--- src/rtl/axil_ctrl_to_sb_pkg.sv ---
// rtl/axil_ctrl_to_sb_pkg.sv - shared state encoding and default widths for the ctrl-to-switchboard bridge
package axil_ctrl_to_sb_pkg;

  localparam int DEF_ADDR_WIDTH = 32;
  localparam int DEF_DATA_WIDTH = 32;
  localparam int DEF_SEQ_WIDTH  = 8;

  typedef enum logic [1:0] {
    ST_IDLE = 2'd0,
    ST_SEND = 2'd1,
    ST_RESP = 2'd2
  } state_e;

endpackage

--- src/rtl/axil_ctrl_capture.sv ---
// rtl/axil_ctrl_capture.sv - independent AW/W holding registers with full flags and ready logic
module axil_ctrl_capture
  import axil_ctrl_to_sb_pkg::*;
#(
  parameter int ADDR_WIDTH = DEF_ADDR_WIDTH,
  parameter int DATA_WIDTH = DEF_DATA_WIDTH
) (
  input  logic                  clk,
  input  logic                  rst,
  input  logic                  idle_i,
  input  logic                  clear_i,
  input  logic                  awvalid_i,
  input  logic [ADDR_WIDTH-1:0] awaddr_i,
  input  logic                  wvalid_i,
  input  logic [DATA_WIDTH-1:0] wdata_i,
  output logic                  awready_o,
  output logic                  wready_o,
  output logic [ADDR_WIDTH-1:0] addr_o,
  output logic [DATA_WIDTH-1:0] data_o,
  output logic                  both_full_next_o
);

  logic                  aw_full_q, aw_full_d;
  logic                  w_full_q, w_full_d;
  logic [ADDR_WIDTH-1:0] addr_q, addr_d;
  logic [DATA_WIDTH-1:0] data_q, data_d;
  logic                  aw_hs, w_hs;

  assign awready_o = idle_i && !aw_full_q;
  assign wready_o  = idle_i && !w_full_q;
  assign aw_hs     = awvalid_i && awready_o;
  assign w_hs      = wvalid_i && wready_o;

  always_comb begin
    aw_full_d = aw_full_q;
    w_full_d  = w_full_q;
    addr_d    = addr_q;
    data_d    = data_q;
    if (aw_hs) begin
      aw_full_d = 1'b1;
      addr_d    = awaddr_i;
    end
    if (w_hs) begin
      w_full_d = 1'b1;
      data_d   = wdata_i;
    end
    // Clear only happens in SEND, where no handshake is possible
    if (clear_i) begin
      aw_full_d = 1'b0;
      w_full_d  = 1'b0;
    end
  end

  assign both_full_next_o = aw_full_d && w_full_d;
  assign addr_o           = addr_q;
  assign data_o           = data_q;

  always_ff @(posedge clk) begin
    if (rst) begin
      aw_full_q <= 1'b0;
      w_full_q  <= 1'b0;
      addr_q    <= '0;
      data_q    <= '0;
    end else begin
      aw_full_q <= aw_full_d;
      w_full_q  <= w_full_d;
      addr_q    <= addr_d;
      data_q    <= data_d;
    end
  end

endmodule

--- src/rtl/axil_ctrl_to_sb.sv ---
// rtl/axil_ctrl_to_sb.sv - non-posted AXI-lite write to switchboard packet bridge
module axil_ctrl_to_sb
  import axil_ctrl_to_sb_pkg::*;
#(
  parameter int ADDR_WIDTH = DEF_ADDR_WIDTH,
  parameter int DATA_WIDTH = DEF_DATA_WIDTH,
  parameter int SEQ_WIDTH  = DEF_SEQ_WIDTH
) (
  input  logic                  clk,
  input  logic                  rst,
  input  logic                  ctrl_awvalid,
  output logic                  ctrl_awready,
  input  logic [ADDR_WIDTH-1:0] ctrl_awaddr,
  input  logic                  ctrl_wvalid,
  output logic                  ctrl_wready,
  input  logic [DATA_WIDTH-1:0] ctrl_wdata,
  output logic                  ctrl_bvalid,
  input  logic                  ctrl_bready,
  output logic                  sb_valid,
  input  logic                  sb_ready,
  output logic [ADDR_WIDTH-1:0] sb_addr,
  output logic [DATA_WIDTH-1:0] sb_data,
  output logic [SEQ_WIDTH-1:0]  sb_seq,
  output logic [31:0]           pkt_count
);

  state_e               state_q, state_d;
  logic [SEQ_WIDTH-1:0] seq_q, seq_d;
  logic [31:0]          cnt_q, cnt_d;
  logic                 clear;
  logic                 both_full_next;

  axil_ctrl_capture #(
    .ADDR_WIDTH (ADDR_WIDTH),
    .DATA_WIDTH (DATA_WIDTH)
  ) u_capture (
    .clk              (clk),
    .rst              (rst),
    .idle_i           (state_q == ST_IDLE),
    .clear_i          (clear),
    .awvalid_i        (ctrl_awvalid),
    .awaddr_i         (ctrl_awaddr),
    .wvalid_i         (ctrl_wvalid),
    .wdata_i          (ctrl_wdata),
    .awready_o        (ctrl_awready),
    .wready_o         (ctrl_wready),
    .addr_o           (sb_addr),
    .data_o           (sb_data),
    .both_full_next_o (both_full_next)
  );

  always_comb begin
    state_d = state_q;
    seq_d   = seq_q;
    cnt_d   = cnt_q;
    clear   = 1'b0;
    case (state_q)
      ST_IDLE: begin
        if (both_full_next) state_d = ST_SEND;
      end
      ST_SEND: begin
        if (sb_ready) begin
          state_d = ST_RESP;
          seq_d   = seq_q + 1'b1;
          cnt_d   = (cnt_q == 32'hFFFF_FFFF) ? cnt_q : cnt_q + 32'd1;
          clear   = 1'b1;
        end
      end
      ST_RESP: begin
        if (ctrl_bready) state_d = ST_IDLE;
      end
      default: state_d = ST_IDLE;
    endcase
  end

  // Handshake outputs come straight from the state register
  assign sb_valid    = (state_q == ST_SEND);
  assign ctrl_bvalid = (state_q == ST_RESP);
  assign sb_seq      = seq_q;
  assign pkt_count   = cnt_q;

  always_ff @(posedge clk) begin
    if (rst) begin
      state_q <= ST_IDLE;
      seq_q   <= '0;
      cnt_q   <= '0;
    end else begin
      state_q <= state_d;
      seq_q   <= seq_d;
      cnt_q   <= cnt_d;
    end
  end

endmodule

--- config.mk ---
export PLATFORM = sky130hd
export DESIGN_NAME = axil_ctrl_to_sb
export DESIGN_NICKNAME = d
export VERILOG_FILES = /design/src/rtl/axil_ctrl_to_sb_pkg.sv /design/src/rtl/axil_ctrl_capture.sv /design/src/rtl/axil_ctrl_to_sb.sv
export SDC_FILE = /design/constraint.sdc
export NUM_CORES = 1
export LEC_CHECK = 0
export BUFFER_PORTS_ARGS = -buffer_cell sky130_fd_sc_hd__buf_2
export CAP_MARGIN = 0
export CORE_MARGIN = 2
export CORE_UTILIZATION = 40
export CTS_CLUSTER_SIZE = 8
export DETAILED_ROUTE_END_ITERATION = 10
export GPL_ROUTABILITY_DRIVEN = 0
export PLACE_DENSITY_LB_ADDON = 0.05
export SLEW_MARGIN = 20
export SYNTH_ARGS = -nofsm -noshare
export SYNTH_HDL_FRONTEND = slang
export SYNTH_SLANG_ARGS = --single-unit
export TNS_END_PERCENT = 20
--- constraint.sdc ---
create_clock -name clk -period 2.4 [get_ports clk]
set_input_delay 0.24 -clock clk [delete_from_list [all_inputs] [get_ports clk]]
set_output_delay 0.24 -clock clk [all_outputs]
set_load 0.1 [all_outputs]
* Word-level counts from Yosys, hierarchy flattened
Index checks and enable logic that the tools add are counted.
** Storage, ports and cells
- Register bits :: 108
** Operators by class
- Mux-type cells :: 10
- Bitwise logic cells :: 1
- Add/subtract/negate cells :: 2
- Reduce and logical (&&, ||, !) cells :: 11
- Equal/unequal tests :: 6
** Operators by type and width (number)
- $add A32 B1 Y32 const B :: 1
- $eq A32 B32 Y1 const B :: 1
- $add A8 B1 Y8 const B :: 1
- $mux W1 :: 6
- $mux W2 :: 3
- $pmux W2 S3 :: 1
- $reduce_and A3 Y1 :: 2
- $logic_and A1 B1 Y1 :: 5
- $ne A2 B1 Y1 const B :: 2
- $eq A2 B1 Y1 const B :: 1
- $eq A2 B2 Y1 const B :: 1
- $logic_not A1 Y1 :: 2
- $logic_not A2 Y1 :: 1
- $ne A2 B2 Y1 const B :: 1
- $reduce_and A2 Y1 :: 1
- $not A1 Y1 :: 1

* Depth between registers and ports, before layout
Gate-level depths: netlist of run 1.
- Depth in word-level cells :: 8
- Depth in mapped cells :: 7
- Mapped depth without buffers :: 6

* Modules after synthesis
A second synthesis of run 1 with hierarchy kept.
** Second synthesis, totals
- Cells, all modules :: 527
- Area, all modules :: 5061.1 um2
** By module, submodules not included
- axil_ctrl_capture :: area each 3029.2 um2, sequential area each 1321.3 um2, instances 1, cells each 291
- axil_ctrl_to_sb :: area each 2031.9 um2, sequential area each 840.8 um2, instances 1, cells each 236

* Least setup slack after synthesis of run 1
No wires, ideal clock.
- Path kind :: register -> register
- Start :: register state_q[0]
- End :: register u_capture.addr_q[14] (netlist: u_capture.addr_o[14])
- Cell stages (with the launch flop) :: 7
- Data required time :: 2329 ps
- Path slack :: -1149 ps
- Data arrival time :: 3478 ps
- Buffers on the path :: 2
- Clock period less this slack :: 3549 ps
- Cell sequence :: dfxtp_1 -> nor3_1 -> and2_1 -> clkbuf_1 -> clkbuf_1 -> nand2_1 -> a21oi_1
** On the way
- Word-level cells in the longest chain between the ends :: 3
** Ends and longest elaborated chain
- start: declaration :: RTL line axil_ctrl_to_sb.sv:27 : state_e state_q, state_d;
- start signal: assignment :: RTL line axil_ctrl_to_sb.sv:88 : state_q <= state_d;
- $logic_not A2 Y1 :: RTL line axil_ctrl_to_sb.sv:39 : .idle_i (state_q == ST_IDLE),
- $logic_and A1 B1 Y1 :: RTL line axil_ctrl_capture.sv:29 : assign awready_o = idle_i && !aw_full_q;
- net ctrl_awready :: RTL line axil_ctrl_to_sb.sv:12 : output logic ctrl_awready,
- $logic_and A1 B1 Y1 :: RTL line axil_ctrl_capture.sv:31 : assign aw_hs = awvalid_i && awready_o;
- end signal: assignment :: RTL line axil_ctrl_capture.sv:67 : addr_q <= addr_d;
- end: declaration :: RTL line axil_ctrl_capture.sv:25 : logic [ADDR_WIDTH-1:0] addr_q, addr_d;
The timed path passes the listed nets, and every way through them passes these cells.
A chain may end at the register's enable or synchronous reset.

* Worst setup path in the final report of run 1
- Start :: register cnt_q[24] (netlist: pkt_count[24])
- End :: register cnt_q[17] (netlist: pkt_count[17])
** On the way
- Word-level cells in the longest chain between the ends :: 3
** Ends and longest elaborated chain
- start: declaration :: RTL line axil_ctrl_to_sb.sv:29 : logic [31:0] cnt_q, cnt_d;
- start signal: assignment :: RTL line axil_ctrl_to_sb.sv:90 : cnt_q <= cnt_d;
- $eq A32 B32 Y1 :: RTL line axil_ctrl_to_sb.sv:65 : cnt_d = (cnt_q == 32'hFFFF_FFFF) ? cnt_q : cnt_q + 32'd1;
- $not A1 Y1 (no line)
- $reduce_and A3 Y1 (no line)
No other way between the ends.

==> summary.txt, run 1 <==
CTS
  – # clock sinks: 108
  – Clk slew on worst S/H paths: 0.10 ns
  – Resized cells post-CTS: 0
  – Number of buffers inserted by hold repair at cts: 0
  – Cell at the root of the clock tree: sky130_fd_sc_hd__clkbuf_8
  – Number of buffers inserted to repair setup after CTS: 0
  – Latest clock arrival within the worst-skew pair: 0.38 ns
  – Total clock buffers created by CTS: 9
  – Clock Tree Buf Depth: 2
  – CTS tree: built
  – H-Tree Level Count: 3

Synthesis
  – Total of warnings raised by yosys: 0
  – Syn_nets: 596
  – Distinct cells, synth: 46
  – Top FF cell, synth: sky130_fd_sc_hd__dfxtp_1
  – Seq cells post-synth: 108
  – Syn avg cell area: 8.40 um^2
  – Share of Yosys cell area claimed by the top area cell type: 49.1%
  – FFs w/ async S/R, synth: 0%
  – Most area-hungry cell type in the Yosys netlist: sky130_fd_sc_hd__dfxtp_1
  – Fraction of the yosys area taken by sequential cells: 49.1%
  – Cell types occupying the most area after synthesis: sky130_fd_sc_hd__dfxtp_1, sky130_fd_sc_hd__nand2_1, sky130_fd_sc_hd__a21oi_1
  – Cell area after synthesis: 4400 um^2
  – Cell count after synthesis: 524
  – EDFF count, synth: 0

Worst setup path
  – Largest incremental delay on the critical path: 0.68 ns
  – Worst Path Required: 2.67 ns
  – Cell-by-cell trace of the critical path: nand4_1 -> or4_4 -> o31ai_4 -> nor4_1 -> mux2_1
  – Crit path capture type: register
  – Largest fanout of any net on the critical path: 13
  – Type of the worst setup path: register to register
  – Worst endpoint data arrival time: 2.44 ns
  – CP max-delay cell: sky130_fd_sc_hd__or4_4
  – Critical register-to-register path endpoint: pkt_count[17]$_SDFFE_PP0P_
  – Count of buffering cells on the critical path with inverters included: 0
  – Startpoint type of the worst setup path: register
  – Stages on worst setup path: 5
  – Worst reg2reg setup slack: 0.23 ns
  – Worst-case reg-to-reg path depth: 5
  – Startpoint of the lowest-slack register-to-register path: pkt_count[24]$_SDFFE_PP0P_
  – Worst path top cell family by delay: simple AND/OR/NAND/NOR gates

Detailed routing
  – DRC violations left: 0
  – Via-per-instance ratio: 4.93
  – 1st-iter DRT viols: 246
  – Initial DRT Pass Iterations: 6
  – Number of nets with antenna violations after detailed routing: 0
  – DR vias: 4124
  – Wire length per cell: 13.4 um
  – Post-Route WL: 11.2 mm

Floorplanning
  – Die height: 109 um
  – Horiz. Die Dim: 109 um
  – Area enclosed by the die boundary: 11900 um^2
  – Number of rows created at floorplan: 38
  – Placeable Area: 10800 um^2
  – Num ports: 178
  – Starting density of the core: 40.8%

Pwr
  – Proportion of power drawn by flip-flops and latches: 46.4%
  – Part of the power in the clock network: 25.8%
  – Cell area power density: 739 nW/um^2
  – Internal power component: 2.56 mW
  – Largest voltage drop on the vdd net: 434 uV
  – Part of the power in combinational logic: 27.8%
  – Sw Share: 38.7%
  – Switching component of the power: 1.62 mW
  – Static Leak: 2.52 nW

Global route
  – Wire length of the first global-routing pass: 17.5 mm
  – Global Route Usage Sum: 18.6%
  – Largest net degree at the start of global routing: 46
  – Number of antenna violations at the first check in global routing: 0
  – Number of global-route vias before repair: 3682
  – GRT overflow: 0

STA
  – Hold slack final: 0.0863 ns
  – Top achievable clock speed: 462 MHz
  – Max-slew headroom: 66.6%
  – Actual transition at the worst max-transition pin: 0.504 ns
  – Number of slew-limit violations in the final report: 0
  – Final setup violating endpoints: 0
  – Final Critical Period: 2.17 ns
  – RSZ-0062 raised after global routing: no
  – Maximum clock skew at final layout: 0.00614 ns
  – Final cycle utilization of the critical path: 90.3%
  – Hold violation count in the final report: 0

Finish
  – Non-filler instance count after layout: 837
  – Net count reported at finish: 765
  – Ant diodes: 0
  – Fraction of layout instances using a drive strength above 1: 34.7%
  – Area growth from synthesis to layout: 28.2%

Hold path
  – Worst hold start: ctrl_wdata[24]
  – Worst hold path depth: 3
  – Min-Delay Endpoint: u_capture.data_o[24]$_SDFFE_PP0P_
  – Worst hold-check path type: input port to register

Run
  – Reported max-cap violation count: 0

Placement
  – Input/output buffers: 177
  – DP Wirelength: 7.96 mm
  – Number of placed cells counting well taps: 822

Run status
  – Result of the run: complete, no violations
[worst min-delay path, stage by stage]
cell                      delay, ns
sky130_fd_sc_hd__buf_2         0.09
sky130_fd_sc_hd__nand2_1       0.05
sky130_fd_sc_hd__a21oi_1       0.05
[cells in the mapped netlist, types with 2 or more instances]
cell / count
sky130_fd_sc_hd__inv_1: 3
sky130_fd_sc_hd__nor4_1: 6
sky130_fd_sc_hd__or3_1: 6
sky130_fd_sc_hd__and4_1: 2
sky130_fd_sc_hd__o311ai_2: 2
sky130_fd_sc_hd__a31o_2: 2
sky130_fd_sc_hd__dfxtp_1: 108
sky130_fd_sc_hd__nor2b_1: 4
sky130_fd_sc_hd__a21oi_1: 74
sky130_fd_sc_hd__buf_6: 2
sky130_fd_sc_hd__nand3_1: 10
sky130_fd_sc_hd__and2_1: 5
sky130_fd_sc_hd__nand2_1: 143
sky130_fd_sc_hd__nor3_2: 2
sky130_fd_sc_hd__and3_1: 3
sky130_fd_sc_hd__o21ai_0: 6
sky130_fd_sc_hd__clkbuf_1: 25
sky130_fd_sc_hd__mux2_1: 3
sky130_fd_sc_hd__nor4_4: 2
sky130_fd_sc_hd__o31ai_2: 2
sky130_fd_sc_hd__nor2_1: 39
sky130_fd_sc_hd__nand4_4: 2
sky130_fd_sc_hd__a211oi_1: 3
sky130_fd_sc_hd__xor2_1: 16
sky130_fd_sc_hd__buf_1: 2
sky130_fd_sc_hd__ha_1: 2
sky130_fd_sc_hd__nor3_1: 7
sky130_fd_sc_hd__xnor2_1: 11
sky130_fd_sc_hd__nand4_1: 15
[state kept, by name, indices dropped and copies added (netlist names)]
register,cells
state_q,2
sb_seq,8
u_capture.data_o,32
u_capture.w_full_q,1
u_capture.aw_full_q,1
pkt_count,32
u_capture.addr_o,32
[per-stage QoR]
step	utilization, %	total power, mW	setup TNS, ns	setup slack (ns)	area [um^2]
floorplan	-	2.93	-13.64	-0.203	4440
global placement	50.6	3.14	0	0.323	5470
detailed placement	50.6	3.15	0	0.288	5470
CTS	52.3	4.24	0	0.257	5650
global route	52.3	4.37	0	0.131	5650
finish	52.3	4.18	0	0.234	5650
[logic make-up (layout without fill, tap and decap cells)]
logic type / count (synthesis) / after routing / synth area share (%)
fa+ha+maj: 2 / 2 / 0.568
buf+inv: 32 / 205 / 3.07
compound gates: 94 / 94 / 12.5
mux: 5 / 5 / 1.25
flops: 108 / 108 / 49.1
xor+xnor: 27 / 27 / 5.37
simple gates: 256 / 256 / 28.2
[layer usage]
layer  vias up  GRT usage, %  part of all wire, %
met5         -             0                    0
met4         0          7.97                  1.7
met3        13          4.30                  7.1
met2       122          28.6                   46
met1      1886          24.9                   45
li1       2103             -                    -
[cells in the final DEF (no fill, tap or decap), drive strengths merged, types with 5 or more instances in the layout]
cell    netlist  routed
nor4          9       9
nand4        18      18
a21oi        74      74
or3           7       7
nor3          9       9
nor2         39      39
nand3        10      10
and2          5       5
nand2       143     143
dfxtp       108     108
o21ai         6       6
xor2         16      16
buf           4     187
clkbuf       25      10
xnor2        11      11
[area by class of cell]
class,count,area (um^2)
Clock inverter,5,53.8
Sequential cell,108,2180
Multi-Input combinational cell,384,2120
Fill cell,1086,5150
Clock buffer,10,128
Tap cell,140,175
Timing Repair Buffer,187,976
Inverter,3,11.3
[power by group through the flow]
stage / logic [mW] / clock network, mW / registers [mW]
2_1_floorplan: 0.303 / 0 / 2.62
3_3_place_gp: 1.16 / 0 / 1.98
3_5_place_dp: 1.17 / 0 / 1.98
4_1_cts: 1.17 / 1.13 / 1.94
5_1_grt: 1.22 / 1.20 / 1.95
6_report: 1.16 / 1.08 / 1.94
[worst max-delay path by stage]
stage,from,end,slack [ns]
final,pkt_count[24]$_SDFFE_PP0P_,pkt_count[17]$_SDFFE_PP0P_,0.23
after global routing,pkt_count[24]$_SDFFE_PP0P_,pkt_count[17]$_SDFFE_PP0P_,0.13
after CTS,pkt_count[24]$_SDFFE_PP0P_,pkt_count[17]$_SDFFE_PP0P_,0.26
after detailed placement,pkt_count[24]$_SDFFE_PP0P_,pkt_count[17]$_SDFFE_PP0P_,0.29
after global placement,pkt_count[24]$_SDFFE_PP0P_,pkt_count[17]$_SDFFE_PP0P_,0.32
after floorplan,state_q[1]$_SDFFE_PP0P_,u_capture.addr_o[14]$_SDFFE_PP0P_,-0.20
(Power assumes the default switching activity.)
==> run 2: changes to the inputs <==
PLACE_DENSITY = 0.78   (was not set)
PLACE_DENSITY_LB_ADDON = not set   (was 0.05)
SLEW_MARGIN = not set   (was 20)
==> run 2 against run 1 <==
  * Power rose by 5.3%
  * Cell count rose by 0.12%
  * Clock-buffer cell count rose by 2
  * Sequential power barely moved
  * Fmax rose by 0.90%
  * Wire length rose by 1.7%
  * First-iteration DRC count fell by 4.9%
  * Largest power group unchanged
==> summary.txt, run 2 (synthesized netlist as in run 1, its figures left out) <==
Run status
  – Result of the run: complete, no violations

Detailed routing
  – Number of nets with antenna violations after detailed routing: 0
  – Post-Route WL: 11.4 mm
  – Met3 Routed Length: 667 um
  – Via-per-instance ratio: 5.07
  – Wire length per cell: 13.6 um
  – DRC violations left: 0
  – 1st-iter DRT viols: 234
  – DR top layer: met4
  – DR vias: 4249
  – Initial DRT Pass Iterations: 4
  – Met2 layer wire length in the routed design: 5.54 mm
  – Wire length on met1: 4.74 mm

Run
  – Reported max-cap violation count: 0

STA
  – Maximum clock skew at final layout: 0.0117 ns
  – Number of slew-limit violations in the final report: 0
  – Final cycle utilization of the critical path: 89.5%
  – Max-slew headroom: 59.3%
  – Top achievable clock speed: 466 MHz
  – Min setup slack post-route: 0.253 ns
  – Final setup TNS: 0 ns
  – Final setup violating endpoints: 0
  – Actual transition at the worst max-transition pin: 0.611 ns
  – RSZ-0062 raised after global routing: no
  – Final Critical Period: 2.15 ns
  – Hold violation count in the final report: 0

Placement
  – Input/output buffers: 177
  – DP Wirelength: 8.51 mm
  – Number of placed cells counting well taps: 822
  – Post-placement setup slack: 0.294 ns

Pwr
  – Part of the power in combinational logic: 26.4%
  – Largest voltage drop on the vdd net: 351 uV
  – Part of the power in the clock network: 29.5%
  – Switching component of the power: 1.61 mW
  – Proportion of power drawn by flip-flops and latches: 44.1%
  – Sw Share: 36.7%
  – Internal power component: 2.78 mW
  – Static Leak: 2.53 nW
  – Cell area power density: 773 nW/um^2

Finish
  – Ant diodes: 0
  – Non-filler instance count after layout: 838
  – Fraction of layout instances using a drive strength above 1: 34.5%
  – Net count reported at finish: 765
  – Most common library cell in the layout ignoring fill and taps: sky130_fd_sc_hd__buf_2
  – Area growth from synthesis to layout: 29.1%
  – Top library cells by usage in the layout, fill and taps aside: sky130_fd_sc_hd__buf_2, sky130_fd_sc_hd__nand2_1, sky130_fd_sc_hd__dfxtp_1
  – Layout Utilization: 52.7%

CTS
  – Resized cells post-CTS: 0
  – Clock Tree Buf Depth: 2
  – Clk slew on worst S/H paths: 0.10 ns
  – Cell at the root of the clock tree: sky130_fd_sc_hd__clkbuf_8
  – H-Tree Level Count: 3
  – Number of buffers inserted to repair setup after CTS: 0
  – CTS tree: built
  – Total clock buffers created by CTS: 9
  – Latest clock arrival within the worst-skew pair: 0.37 ns
  – # clock sinks: 108
  – Number of buffers inserted by hold repair at cts: 0

Worst setup path
  – Worst endpoint data arrival time: 2.42 ns
  – Count of buffering cells on the critical path with inverters included: 0
  – Largest fanout of any net on the critical path: 9
  – Worst path top cell family by delay: compound AO/OA/AOI/OAI gates
  – Cell-by-cell trace of the critical path: ha_1 -> and4b_1 -> nand4_1 -> a21oi_1 -> a211oi_1 -> a31o_2
  – Crit path capture type: register
  – Worst Path Required: 2.68 ns
  – CP max-delay cell: sky130_fd_sc_hd__a21oi_1
  – Startpoint type of the worst setup path: register
  – Largest incremental delay on the critical path: 0.48 ns
  – Type of the worst setup path: register to register

Floorplanning
  – Die height: 109 um
  – Placeable Area: 10800 um^2
  – Horiz. Die Dim: 109 um
  – Starting density of the core: 40.8%
  – Number of rows created at floorplan: 38
  – Num ports: 178
  – Area enclosed by the die boundary: 11900 um^2

Hold path
  – Worst hold-check path type: input port to register

Global route
  – Largest net degree at the start of global routing: 62
  – Wire length of the first global-routing pass: 18.1 mm
  – Global Route Usage Sum: 19.1%
  – Number of global-route vias before repair: 3885
  – Number of antenna violations at the first check in global routing: 0
  – GRT overflow: 0
==> run 2: changes by cell type in the layout (fill, tap and decap cells not counted), sizes merged <==
| cell | before | now |
|---|---|---|
| clkbuf | 10 | 12 |
| bufinv | 1 | 3 |
| clkinv | 4 | 0 |
| clkinvlp | 0 | 1 |
==> run 2: worst register-to-register path: stages (launching register included) <==
cell,delay [ns]
sky130_fd_sc_hd__dfxtp_2,0.37
sky130_fd_sc_hd__ha_1,0.19
sky130_fd_sc_hd__and4b_1,0.24
sky130_fd_sc_hd__nand4_1,0.41
sky130_fd_sc_hd__a21oi_1,0.48
sky130_fd_sc_hd__a211oi_1,0.13
sky130_fd_sc_hd__a31o_2,0.24
==> run 2: final timing paths <==
| kind | start | to | slack (ns) | cells past startpoint |
|---|---|---|---|---|
| max reg2reg | pkt_count[0]$_SDFFE_PP0P_ | pkt_count[16]$_SDFFE_PP0P_ | 0.25 | 6 |
| min reg2reg | u_capture.data_o[15]$_SDFFE_PP0P_ | u_capture.data_o[15]$_SDFFE_PP0P_ | 0.46 | 2 |
| min | ctrl_wdata[25] | u_capture.data_o[25]$_SDFFE_PP0P_ | 0.09 | 3 |
| max | pkt_count[0]$_SDFFE_PP0P_ | pkt_count[16]$_SDFFE_PP0P_ | 0.25 | 6 |
==> run 2: layout make-up <==
cell class	count	area, um^2
sequential	108	2180
inverter	3	11.3
clock buffer	12	135
timing repair buffer	187	963
clock inverter	4	97.6
tap	140	175
fill	998	5110
multi-input combinational	384	2120
==> run 2: layer usage <==
layer	up-vias	GRT usage [%]
met5	-	0
met1	1969	22.7
met2	145	32.0
met4	0	11.2
met3	30	3.47
li1	2105	-
==> run 2: power by group through the flow <==
stage	Combinational, mW	Sequential [mW]	Clock (mW)
after floorplan	0.303	2.62	0
after global placement	1.15	1.98	0
after detailed placement	1.17	1.98	0
after CTS	1.17	1.94	1.33
after global routing	1.22	1.95	1.40
final	1.16	1.94	1.30
==> run 2: stage by stage <==
stage / total power [mW] / hold slack (ns) / cell area, um^2
global placement: 3.13 / 0.439 / 5450
floorplan: 2.93 / 0.376 / 4440
detailed placement: 3.15 / 0.446 / 5450
finish: 4.39 / 0.0929 / 5690
global route: 4.57 / 0.0790 / 5690
CTS: 4.44 / 0.0830 / 5690
